### src/rtl/clksel_fsm.sv
// clksel_fsm: chooses between the high-speed (HS) and low-speed (LS) CPU clock
// sources for each decoded CPU cycle. It drives the HS-select request into the
// glitch-free clock switch and waits for the switch's synchronised feedback
// before it lets the CPU continue. The CPU is stalled while a switch is pending.
//
// Optional feature: define SWITCH_TIMEOUT_EN to build a per-switch timeout.
// When it is enabled, a switch that does not complete within TIMEOUT_CYCLES
// sets the sticky timeout_err flag and falls back towards LS. When it is not
// defined, timeout_err is tied to 0 and the switch states wait indefinitely.
//
// Handshake: there is no ready/valid pair. cyc_valid is a one-cycle strobe.
// The requester must hold its triggering cycle while stall=1. Any cyc_valid
// that arrives while stall=1 is ignored.

module clksel_fsm #(
  parameter int SYNC_STAGES    = 2,
  parameter int LS_HOLD_CYCLES = 8,
  parameter int CNT_W          = 8,
  parameter int TIMEOUT_CYCLES = 255
) (
  input  logic       hsclk_in,
  input  logic       rst,
  input  logic       cyc_valid,
  input  logic       fast_req,
  input  logic       force_ls,
  input  logic       hsclk_selected_in,
  input  logic       lsclk_selected_in,
  output logic       hsclk_sel,
  output logic       stall,
  output logic [1:0] state_o,
  output logic       timeout_err
);

  typedef enum logic [1:0] {
    LS_RUN = 2'd0,
    TO_HS  = 2'd1,
    HS_RUN = 2'd2,
    TO_LS  = 2'd3
  } state_t;

  localparam logic [CNT_W-1:0] HOLD_LOAD = CNT_W'(LS_HOLD_CYCLES);

  state_t             state;
  state_t             state_nxt;
  logic [CNT_W-1:0]   hold_cnt;
  logic [CNT_W-1:0]   hold_nxt;
  logic               sel_nxt;
  logic               stall_nxt;
  logic               timed_out;

  logic [SYNC_STAGES-1:0] hs_sync;
  logic [SYNC_STAGES-1:0] ls_sync;
  logic                   hs_s;
  logic                   ls_s;

  // Synchronise the asynchronous switch feedback. The reset values match a
  // switch that sits on LS (HS not selected, LS selected).
  always_ff @(posedge hsclk_in) begin
    if (rst) begin
      hs_sync <= '0;
      ls_sync <= '1;
    end else begin
      hs_sync <= {hs_sync[SYNC_STAGES-2:0], hsclk_selected_in};
      ls_sync <= {ls_sync[SYNC_STAGES-2:0], lsclk_selected_in};
    end
  end

  assign hs_s = hs_sync[SYNC_STAGES-1];
  assign ls_s = ls_sync[SYNC_STAGES-1];

`ifdef SWITCH_TIMEOUT_EN
  localparam logic [CNT_W-1:0] TO_LIMIT = CNT_W'(TIMEOUT_CYCLES);

  logic [CNT_W-1:0] to_cnt;
  logic             err_q;

  assign timed_out = state[0] && (to_cnt == TO_LIMIT);

  // Count the cycles spent in a switch state. Restart on every entry into
  // TO_HS or TO_LS, including TO_HS -> TO_LS.
  always_ff @(posedge hsclk_in) begin
    if (rst) begin
      to_cnt <= '0;
    end else if (state_nxt[0] && (state_nxt != state)) begin
      to_cnt <= '0;
    end else if (state_nxt[0]) begin
      to_cnt <= to_cnt + CNT_W'(1);
    end
  end

  // Sticky timeout flag. Only rst clears it.
  always_ff @(posedge hsclk_in) begin
    if (rst) begin
      err_q <= 1'b0;
    end else if (timed_out) begin
      err_q <= 1'b1;
    end
  end

  assign timeout_err = err_q;
`else
  assign timed_out   = 1'b0;
  assign timeout_err = 1'b0;
`endif

  // State register with registered output decodes. The decodes follow the
  // next state, so the outputs change on the same edge as state_o.
  always_ff @(posedge hsclk_in) begin
    if (rst) begin
      state     <= LS_RUN;
      hsclk_sel <= 1'b0;
      stall     <= 1'b0;
    end else begin
      state     <= state_nxt;
      hsclk_sel <= sel_nxt;
      stall     <= stall_nxt;
    end
  end

  // Hold counter. It keeps the block on LS for a while after a slow access.
  always_ff @(posedge hsclk_in) begin
    if (rst) begin
      hold_cnt <= '0;
    end else begin
      hold_cnt <= hold_nxt;
    end
  end

  // Next-state and hold-counter logic. force_ls outranks CPU requests, and a
  // timeout outranks everything in the switch states.
  always_comb begin
    state_nxt = state;
    hold_nxt  = hold_cnt;
    case (state)
      LS_RUN: begin
        if (cyc_valid && fast_req && !force_ls && (hold_cnt == '0)) begin
          state_nxt = TO_HS;
        end else if (cyc_valid && !fast_req) begin
          hold_nxt = HOLD_LOAD;
        end else if (hold_cnt != '0) begin
          hold_nxt = hold_cnt - CNT_W'(1);
        end
      end
      TO_HS: begin
        if (timed_out || force_ls) begin
          state_nxt = TO_LS;
        end else if (hs_s && !ls_s) begin
          state_nxt = HS_RUN;
        end
      end
      HS_RUN: begin
        if (force_ls || (cyc_valid && !fast_req)) begin
          state_nxt = TO_LS;
        end
      end
      TO_LS: begin
        if (timed_out || (ls_s && !hs_s)) begin
          state_nxt = LS_RUN;
          hold_nxt  = HOLD_LOAD;
        end
      end
      default: begin
        state_nxt = LS_RUN;
      end
    endcase
  end

  // Output decode of the next state: HS select in TO_HS/HS_RUN, and stall in
  // both switch states.
  always_comb begin
    sel_nxt   = (state_nxt == TO_HS) || (state_nxt == HS_RUN);
    stall_nxt = (state_nxt == TO_HS) || (state_nxt == TO_LS);
  end

  assign state_o = state;

endmodule

### config.mk
export PLATFORM = sky130hd
export DESIGN_NAME = clksel_fsm
export DESIGN_NICKNAME = d
export VERILOG_FILES = /design/src/rtl/clksel_fsm.sv
export SDC_FILE = /design/constraint.sdc
export NUM_CORES = 1
export LEC_CHECK = 0
export ABC_CLOCK_PERIOD_IN_PS = 3900
export BUFFER_PORTS_ARGS = -buffer_cell sky130_fd_sc_hd__buf_2
export CORE_MARGIN = 5
export CORE_UTILIZATION = 57
export DETAILED_ROUTE_END_ITERATION = 10
export PLACE_DENSITY = 0.8
export SKIP_LAST_GASP = 1
export SLEW_MARGIN = 20
export SYNTH_ARGS = -nofsm -noshare
export SYNTH_HDL_FRONTEND = slang
export SYNTH_SLANG_ARGS = --single-unit
### constraint.sdc
create_clock -name hsclk_in -period 3.9 [get_ports hsclk_in]
set_clock_uncertainty 0.2 [all_clocks]
set_input_delay 0 -clock hsclk_in [delete_from_list [all_inputs] [get_ports hsclk_in]]
set_output_delay 0 -clock hsclk_in [all_outputs]
set_load 0.01 [all_outputs]
==> results of run 1 <==
## stage by stage
| step | setup WS (ns) | cells | total power (W) |
|---|---|---|---|
| after global routing | 1.62 | 120 | 0.000650 |
| after global placement | 2.04 | 108 | 0.000495 |
| after CTS | 1.73 | 120 | 0.000598 |
| after detailed placement | 2.01 | 108 | 0.000502 |
| after floorplan | 2.13 | 88 | 0.000448 |
| final | 1.69 | 120 | 0.000601 |
## what timing repair did
| item | 4_1_cts | 5_1_grt |
|---|---|---|
| hold buffers | 8 | 0 |
| endpoints found under the setup margin | 0 | 0 |
| setup buffers | 0 | 0 |
| endpoints found under the hold margin | 9 | 0 |
## metal layers
layer	vias up	GRT usage [%]
met3	7	6.02
met4	0	12.9
met2	36	28.2
met5	-	0
met1	356	22.3
li1	365	-
## state kept, by name, summed over array words and instances, names as in the netlist
name / flops
hold_cnt: 8
hs_sync: 2
hsclk_sel: 1
ls_sync: 2
stall: 1
state_o: 1
## cells by family (layout without fill, tap and decap cells)
logic type,after synthesis,in the layout
mux,1,1
other cells,1,1
simple gates,37,37
fa+ha+maj,1,1
compound gates,23,23
flops,15,15
buf+inv,10,27
## power by group through the flow
stage                     Sequential (W)  Combinational, W   Clock, W
after floorplan                 0.000237          0.000211          0
after global placement          0.000246          0.000248          0
after detailed placement        0.000248          0.000254          0
after CTS                       0.000245          0.000262  0.0000910
after global routing            0.000253          0.000295   0.000102
final                           0.000247          0.000265  0.0000902
## cells in the final DEF, fill, tap and decap left out, types with 2 or more instances in the layout
| cell | netlist | routed |
|---|---|---|
| nand2b_1 | 3 | 3 |
| nand3_1 | 3 | 3 |
| dlygate4sd3_1 | 0 | 8 |
| nor2_1 | 3 | 3 |
| nand4b_1 | 3 | 3 |
| nor2b_1 | 2 | 2 |
| o21ai_0 | 2 | 2 |
| a31oi_1 | 4 | 4 |
| a211o_1 | 2 | 2 |
| buf_2 | 0 | 10 |
| o31ai_1 | 2 | 2 |
| dfxtp_1 | 15 | 15 |
| a41oi_1 | 2 | 2 |
| nor3_1 | 3 | 3 |
| inv_1 | 5 | 5 |
| nand2_1 | 8 | 8 |
| or2_2 | 3 | 3 |
| nor4_2 | 2 | 2 |
| clkbuf_4 | 0 | 3 |
## cell type report
cell class	count	area, sq um
timing repair buffer	18	130
inverter	5	18.8
tap	15	18.8
multi-input combinational	63	449
fill	102	374
clock buffer	4	26.3
sequential	15	300
## worst max-delay path: cells and delay by family, from the launching register on
family                 cells  cell delay (ns)
AO/OA/AOI/OAI              2             0.57
flip-flops                 1             0.57
buffers and inverters      1             0.55
AND/OR/NAND/NOR            2             0.23
## worst max-delay path by stage
| stage | slack, ns | end | cells after the start |
|---|---|---|---|
| 3_3_place_gp | 2.04 | hold_cnt[6] | 6 |
| 2_1_floorplan | 2.13 | hold_cnt[6] | 6 |
| 5_1_grt | 1.62 | stall | 4 |
| 6_report | 1.69 | stall | 5 |
| 4_1_cts | 1.73 | stall | 5 |
| 3_5_place_dp | 2.01 | hold_cnt[6] | 6 |
==> flow_metrics.env, run 1 <==
export IMPL_min_period_ns=2.21
export IMPL_drc=0
export IMPL_met1_length_um=800
export IMPL_routed_wl_um=1810
export IMPL_synthesis_instances=88
export IMPL_die_w_um=47.7
export IMPL_fmax_mhz=452
export IMPL_vdd_drop_max_mv=0.355
export IMPL_synth_compound_area_share_pct=22.1
export IMPL_synth_seq_area_share_pct=37.1
export IMPL_run_status="finished, final reports clean"
export IMPL_dieArea_sq_um=2270
export IMPL_final_net_count=114
export IMPL_drive_gt1_share_pct=21.0
export IMPL_num_vias=764
export IMPL_crit_arrival_ns=2.20
export IMPL_hold_path_class="input pin to flip-flop"
export IMPL_grt_pass1_wl_um=2880
export IMPL_p_clk_share_pct=15.0
export IMPL_port_buffers=10
export IMPL_r2r_slack_ns=1.69
export IMPL_synth_top_family_by_area="simple AND/OR/NAND/NOR gates"
export IMPL_top_layer="met4"
export IMPL_syn_nets=96
export IMPL_grt_pass1_vias=683
export IMPL_async_reset_ff_share_pct=0
export IMPL_cts_max_level=1
export IMPL_whs_path_depth=4
export IMPL_path_class="flip-flop to flip-flop"
export IMPL_p_comb_share_pct=44.0
export IMPL_synth_cell_area_sq_um=810
export IMPL_final_util_pct=71.6
export IMPL_drt_first_iter_violations=31
export IMPL_cts_tree="done"
export IMPL_required_ns=3.88
export IMPL_min_to="hold_cnt[1]"
export IMPL_synth_main_ff_cell="dfxtp_1"
export IMPL_drv_cap=0
export IMPL_synthTopCellsByCount="dfxtp_1 (15), nand2_1 (8), inv_1 (5), a31oi_1 (4)"
export IMPL_num_antenna_cells=0
export IMPL_synth_area_per_cell_sq_um=9.20
export IMPL_yosysMostFrequentCell="dfxtp_1"
export IMPL_stdcell_area_sq_um=943
export IMPL_intPower_w=0.000361
export IMPL_route_met2_wl_um=811
export IMPL_path_clk_slew_ns=0.09
export IMPL_power_share_sequential_pct=41.0
export IMPL_tightest_slew_ns=0.673
export IMPL_synth_top_cell_by_area="dfxtp_1"
export IMPL_post_drt_wl_per_cell_um=15.0
export IMPL_synth_edff_count=0
export IMPL_cts_resized=0
export IMPL_hold_viol_final=0
export IMPL_cts_made_buffers=3
export IMPL_critPathMaxStageDelay_ns=0.57
export IMPL_io_pins=12
export IMPL_coreArea_sq_um=1320
export IMPL_finalWeightedCongestion=0.846
export IMPL_grt_max_degree=16
export IMPL_clock_root_buffer="clkbuf_4"
export IMPL_r2r_start="state_o[1]"
export IMPL_start_util_pct=61.4
export IMPL_clock_sinks=15
export IMPL_area_growth_syn_to_layout_pct=16.5
export IMPL_critPathMaxFanout=12
export IMPL_end_kind="flip-flop"
export IMPL_fp_dieH_um=47.7
export IMPL_synthAdderAreaFrac_pct=1.55
export IMPL_r2r_end="stall"
export IMPL_netlist_cell_type_count=40
export IMPL_synth_top_cell_area_share_pct=37.1
export IMPL_crit_slowest_cell="dfxtp_1"
export IMPL_row_count=13
export IMPL_synthMuxAreaShare_pct=1.85
export IMPL_slew_headroom_pct=54.7
export IMPL_powerDensity_nw_per_um2=638
export IMPL_grt_overflow_total=0
export IMPL_ys_ff_latch=15
export IMPL_r2r_cells=5
export IMPL_track_usage_pct=18.7
export IMPL_dp_hpwl_um=1230
export IMPL_p_sw_share_pct=40.0
export IMPL_setup_violations=0
export IMPL_clk_path_buf_depth=2
export IMPL_p_switching_w=0.000241
export IMPL_route_met3_wl_um=143
export IMPL_rsz0062_at_grt="no"
export IMPL_firstDrtPassIters=6
export IMPL_p_leak_nw=0.380
export IMPL_crit_start="state_o[1]"
export IMPL_holdWs_ns=0.00692
export IMPL_synth_xor_area_share_pct=0
export IMPL_ant_nets=0
export IMPL_antenna_found_initial=0
export IMPL_startpoint_type="flip-flop"
export IMPL_insertion_delay_ns=0.28
export IMPL_viasPerCell=6.37
export IMPL_yosys_area_share_simple_pct=29.5
export IMPL_placed_area_sq_um=837
export IMPL_synthTopCellsByArea="dfxtp_1 (37%), nand2_1 (3.7%), nand4b_1 (3.2%)"
export IMPL_cp_cell_sequence="nand4b_1, o21ai_0, o22a_2, nor2_1, dlygate4sd3_1"
export IMPL_tns_ns=0
export IMPL_finalMaxSlewViolations=0
export IMPL_yosys_warnings=0
export IMPL_fin_crit_sh_pct=56.8
export IMPL_hold_start="fast_req"
Note: power is estimated with default switching activity, not from simulation.
==> run 2: changes to the inputs <==
--- a/config.mk
+++ b/config.mk
@@ -5,12 +5,13 @@
 export SDC_FILE = /design/constraint.sdc
 export NUM_CORES = 1
 export LEC_CHECK = 0
-export ABC_CLOCK_PERIOD_IN_PS = 3900
+export ABC_AREA = 1
+export ABC_CLOCK_PERIOD_IN_PS = 2150
 export BUFFER_PORTS_ARGS = -buffer_cell sky130_fd_sc_hd__buf_2
 export CORE_MARGIN = 5
-export CORE_UTILIZATION = 57
+export CORE_UTILIZATION = 55
 export DETAILED_ROUTE_END_ITERATION = 10
-export PLACE_DENSITY = 0.8
+export PLACE_DENSITY = 0.77
 export SKIP_LAST_GASP = 1
 export SLEW_MARGIN = 20
 export SYNTH_ARGS = -nofsm -noshare
==> constraint.sdc (replaced) <==
create_clock -name hsclk_in -period 2.15 [get_ports hsclk_in]
set_clock_uncertainty 0.2 [all_clocks]
set_input_delay 0 -clock hsclk_in [delete_from_list [all_inputs] [get_ports hsclk_in]]
set_output_delay 0 -clock hsclk_in [all_outputs]
set_load 0.01 [all_outputs]
==> run 2 against run 1 <==
Worst setup slack got worse by 1.2 ns. Critical endpoint is now hold_cnt[0]. Flip-flop and latch count did not move. First-iteration DRC count is 23% higher.
==> flow_metrics.env, run 2 <==
export IMPL_fillers=136
export IMPL_antenna_found_initial=0
export IMPL_finalWeightedCongestion=0.863
export IMPL_yosys_area_share_simple_pct=47.7
export IMPL_grt_overflow_total=0
export IMPL_yosys_warnings=0
export IMPL_routed_wl_um=1840
export IMPL_post_drt_wl_per_cell_um=10.3
export IMPL_final_net_count=171
export IMPL_path_clk_slew_ns=0.09
export IMPL_min_period_ns=1.69
export IMPL_synthTopCellsByCount="nand2_1 (31), nor2_1 (30), inv_1 (21), dfxtp_1 (15), nand3_1 (15)"
export IMPL_synth_top_family_by_area="simple AND/OR/NAND/NOR gates"
export IMPL_netlist_cell_type_count=24
export IMPL_synth_area_per_cell_sq_um=6.37
export IMPL_required_ns=2.14
export IMPL_r2r_slack_ns=0.46
export IMPL_synth_seq_area_share_pct=33.0
export IMPL_row_count=14
export IMPL_start_util_pct=59.1
export IMPL_end_kind="flip-flop"
export IMPL_firstDrtPassIters=4
export IMPL_setup_violations=0
export IMPL_vdd_drop_max_mv=0.783
export IMPL_grt_pass1_vias=766
export IMPL_synth_xor_area_share_pct=0
export IMPL_insertion_delay_ns=0.29
export IMPL_coreArea_sq_um=1540
export IMPL_port_buffers=10
export IMPL_synthTopCellsByArea="dfxtp_1 (33%), nand2_1 (13%), nor2_1 (12%)"
export IMPL_dp_hpwl_um=1290
export IMPL_largest_register_ffs=8
export IMPL_reg_top3="hold_cnt (8), hs_sync (2), ls_sync (2)"
export IMPL_fmax_mhz=590
export IMPL_die_w_um=50.7
export IMPL_hold_viol_final=0
export IMPL_ys_ff_latch=15
export IMPL_critPathMaxFanout=8
export IMPL_viasPerCell=5.06
export IMPL_synth_main_ff_cell="dfxtp_1"
export IMPL_synthesis_instances=143
export IMPL_synth_compound_area_share_pct=5.91
export IMPL_cts_max_level=1
export IMPL_powerDensity_nw_per_um2=1330
export IMPL_p_leak_nw=0.564
export IMPL_rsz0062_at_grt="no"
export IMPL_num_vias=901
export IMPL_crit_slowest_cell="dfxtp_1"
export IMPL_path_class="flip-flop to flip-flop"
export IMPL_crit_arrival_ns=1.68
export IMPL_synthAdderAreaFrac_pct=1.37
export IMPL_multi_input_area_sq_um=504
export IMPL_cp_cell_sequence="inv_1, ha_1, nand3_2, nor2_4, nand3_4, nand2_4, inv_1, nor2_1, nor2_1"
export IMPL_drc=0
export IMPL_run_status="finished, final reports clean"
export IMPL_synthMuxAreaShare_pct=0
export IMPL_async_reset_ff_share_pct=0
export IMPL_synth_edff_count=0
export IMPL_grt_max_degree=11
export IMPL_area_growth_syn_to_layout_pct=17.2
export IMPL_clock_root_buffer="clkbuf_4"
export IMPL_cts_made_buffers=3
export IMPL_crit_family="simple AND/OR/NAND/NOR gates"
export IMPL_clk_path_buf_depth=2
export IMPL_synth_top_cell_area_share_pct=33.0
export IMPL_hold_path_class="input pin to flip-flop"
export IMPL_synth_cell_area_sq_um=911
export IMPL_critPathMaxStageDelay_ns=0.33
export IMPL_synth_top_cell_by_area="dfxtp_1"
export IMPL_regArea_sq_um=300
export IMPL_drive_gt1_share_pct=16.0
export IMPL_drt_first_iter_violations=38
export IMPL_track_usage_pct=16.1
export IMPL_crit_buf_inv=2
export IMPL_fp_dieH_um=50.7
export IMPL_drv_cap=0
export IMPL_cts_tree="done"
export IMPL_syn_nets=151
export IMPL_fin_crit_sh_pct=78.8
export IMPL_finalMaxSlewViolations=0
export IMPL_io_pins=12
export IMPL_final_common_cell="nand2_1"
export IMPL_tns_ns=0
export IMPL_startpoint_type="flip-flop"
export IMPL_yosysMostFrequentCell="nand2_1"
export IMPL_ant_nets=0
export IMPL_num_antenna_cells=0
export IMPL_clock_sinks=15
export IMPL_dieArea_sq_um=2570
export IMPL_regMostFlops="hold_cnt"
export IMPL_final_util_pct=69.2
export IMPL_layout_common_cells="nand2_1 (31), nor2_1 (30), inv_1 (21), nand3_1 (15), dfxtp_1 (15)"
export IMPL_grt_pass1_wl_um=3240
## run 2: changes by cell type in the layout (fill, tap and decap cells not counted), moves of 3 or more
cell	delta
nand4b_1	-3
nor2_1	+27
nor3_1	-3
nand2_1	+23
nand2_4	+3
inv_1	+16
nand2b_1	-3
nand3_1	+12
## run 2: cell type report
cell class | instances | area share, %
multi-input combinational | 102 | 47.2
inverter | 23 | 8.09
clock buffer | 4 | 2.46
tap | 16 | 1.88
timing repair buffer | 18 | 12.2
sequential | 15 | 28.1
## run 2: metal layers
metal | global-route usage (%) | part of all wire, %
met2 | 25.4 | 44
met3 | 3.55 | 7.5
met5 | 0 | 0
met4 | 6.38 | 1.7
met1 | 21.2 | 47
## run 2: report_power, final
group	switching, W	leakage (nW)	internal (W)
Combinational	0.000509	0.425	0.000305
Clock	0.0000935	0.0150	0.0000722
Sequential	0.0000717	0.124	0.000367
Total	0.000675	0.564	0.000744
## run 2: worst paths after layout
path                                  start          end  depth (start not counted)
worst max-delay path            hold_cnt[0]  hold_cnt[0]                          9
worst min-delay path               fast_req  hold_cnt[2]                          7
worst max register to register  hold_cnt[0]  hold_cnt[0]                          9
worst min register to register   hs_sync[0]   hs_sync[1]                          2
## run 2: what timing repair did
action,in CTS,in global routing
hold buffers,8,0
hold endpoints to repair,9,0
resized for setup,0,0
setup buffers,0,0
## run 2: cells by family (layout without fill, tap and decap cells)
family / after synthesis / after routing
AOI/OAI and AO/OA: 9 / 9
DFF: 15 / 15
other: 1 / 1
adders and majority gates: 1 / 1
and+or+nand+nor: 91 / 91
buffers and inverters: 26 / 45
## run 2: metrics by stage
step           hold WS (ns)  area [sq um]  total power [W]  setup WS (ns)  instances
2_1_floorplan       -0.0962           911          0.00110          0.614        143
3_3_place_gp        -0.0176           961          0.00123          0.526        166
3_5_place_dp        -0.0120           961          0.00124          0.470        166
4_1_cts              0.0860          1070          0.00142          0.457        178
5_1_grt               0.141          1070          0.00158          0.278        178
6_report             0.0851          1070          0.00142          0.455        178
## run 2: worst reg2reg max path, delay by kind of cell (launching register included)
family | cells | cell delay [ns]
flip-flops | 1 | 0.33
buffers and inverters | 2 | 0.17
adder cells (fa/ha/maj) | 1 | 0.24
AND/OR/NAND/NOR | 6 | 0.67
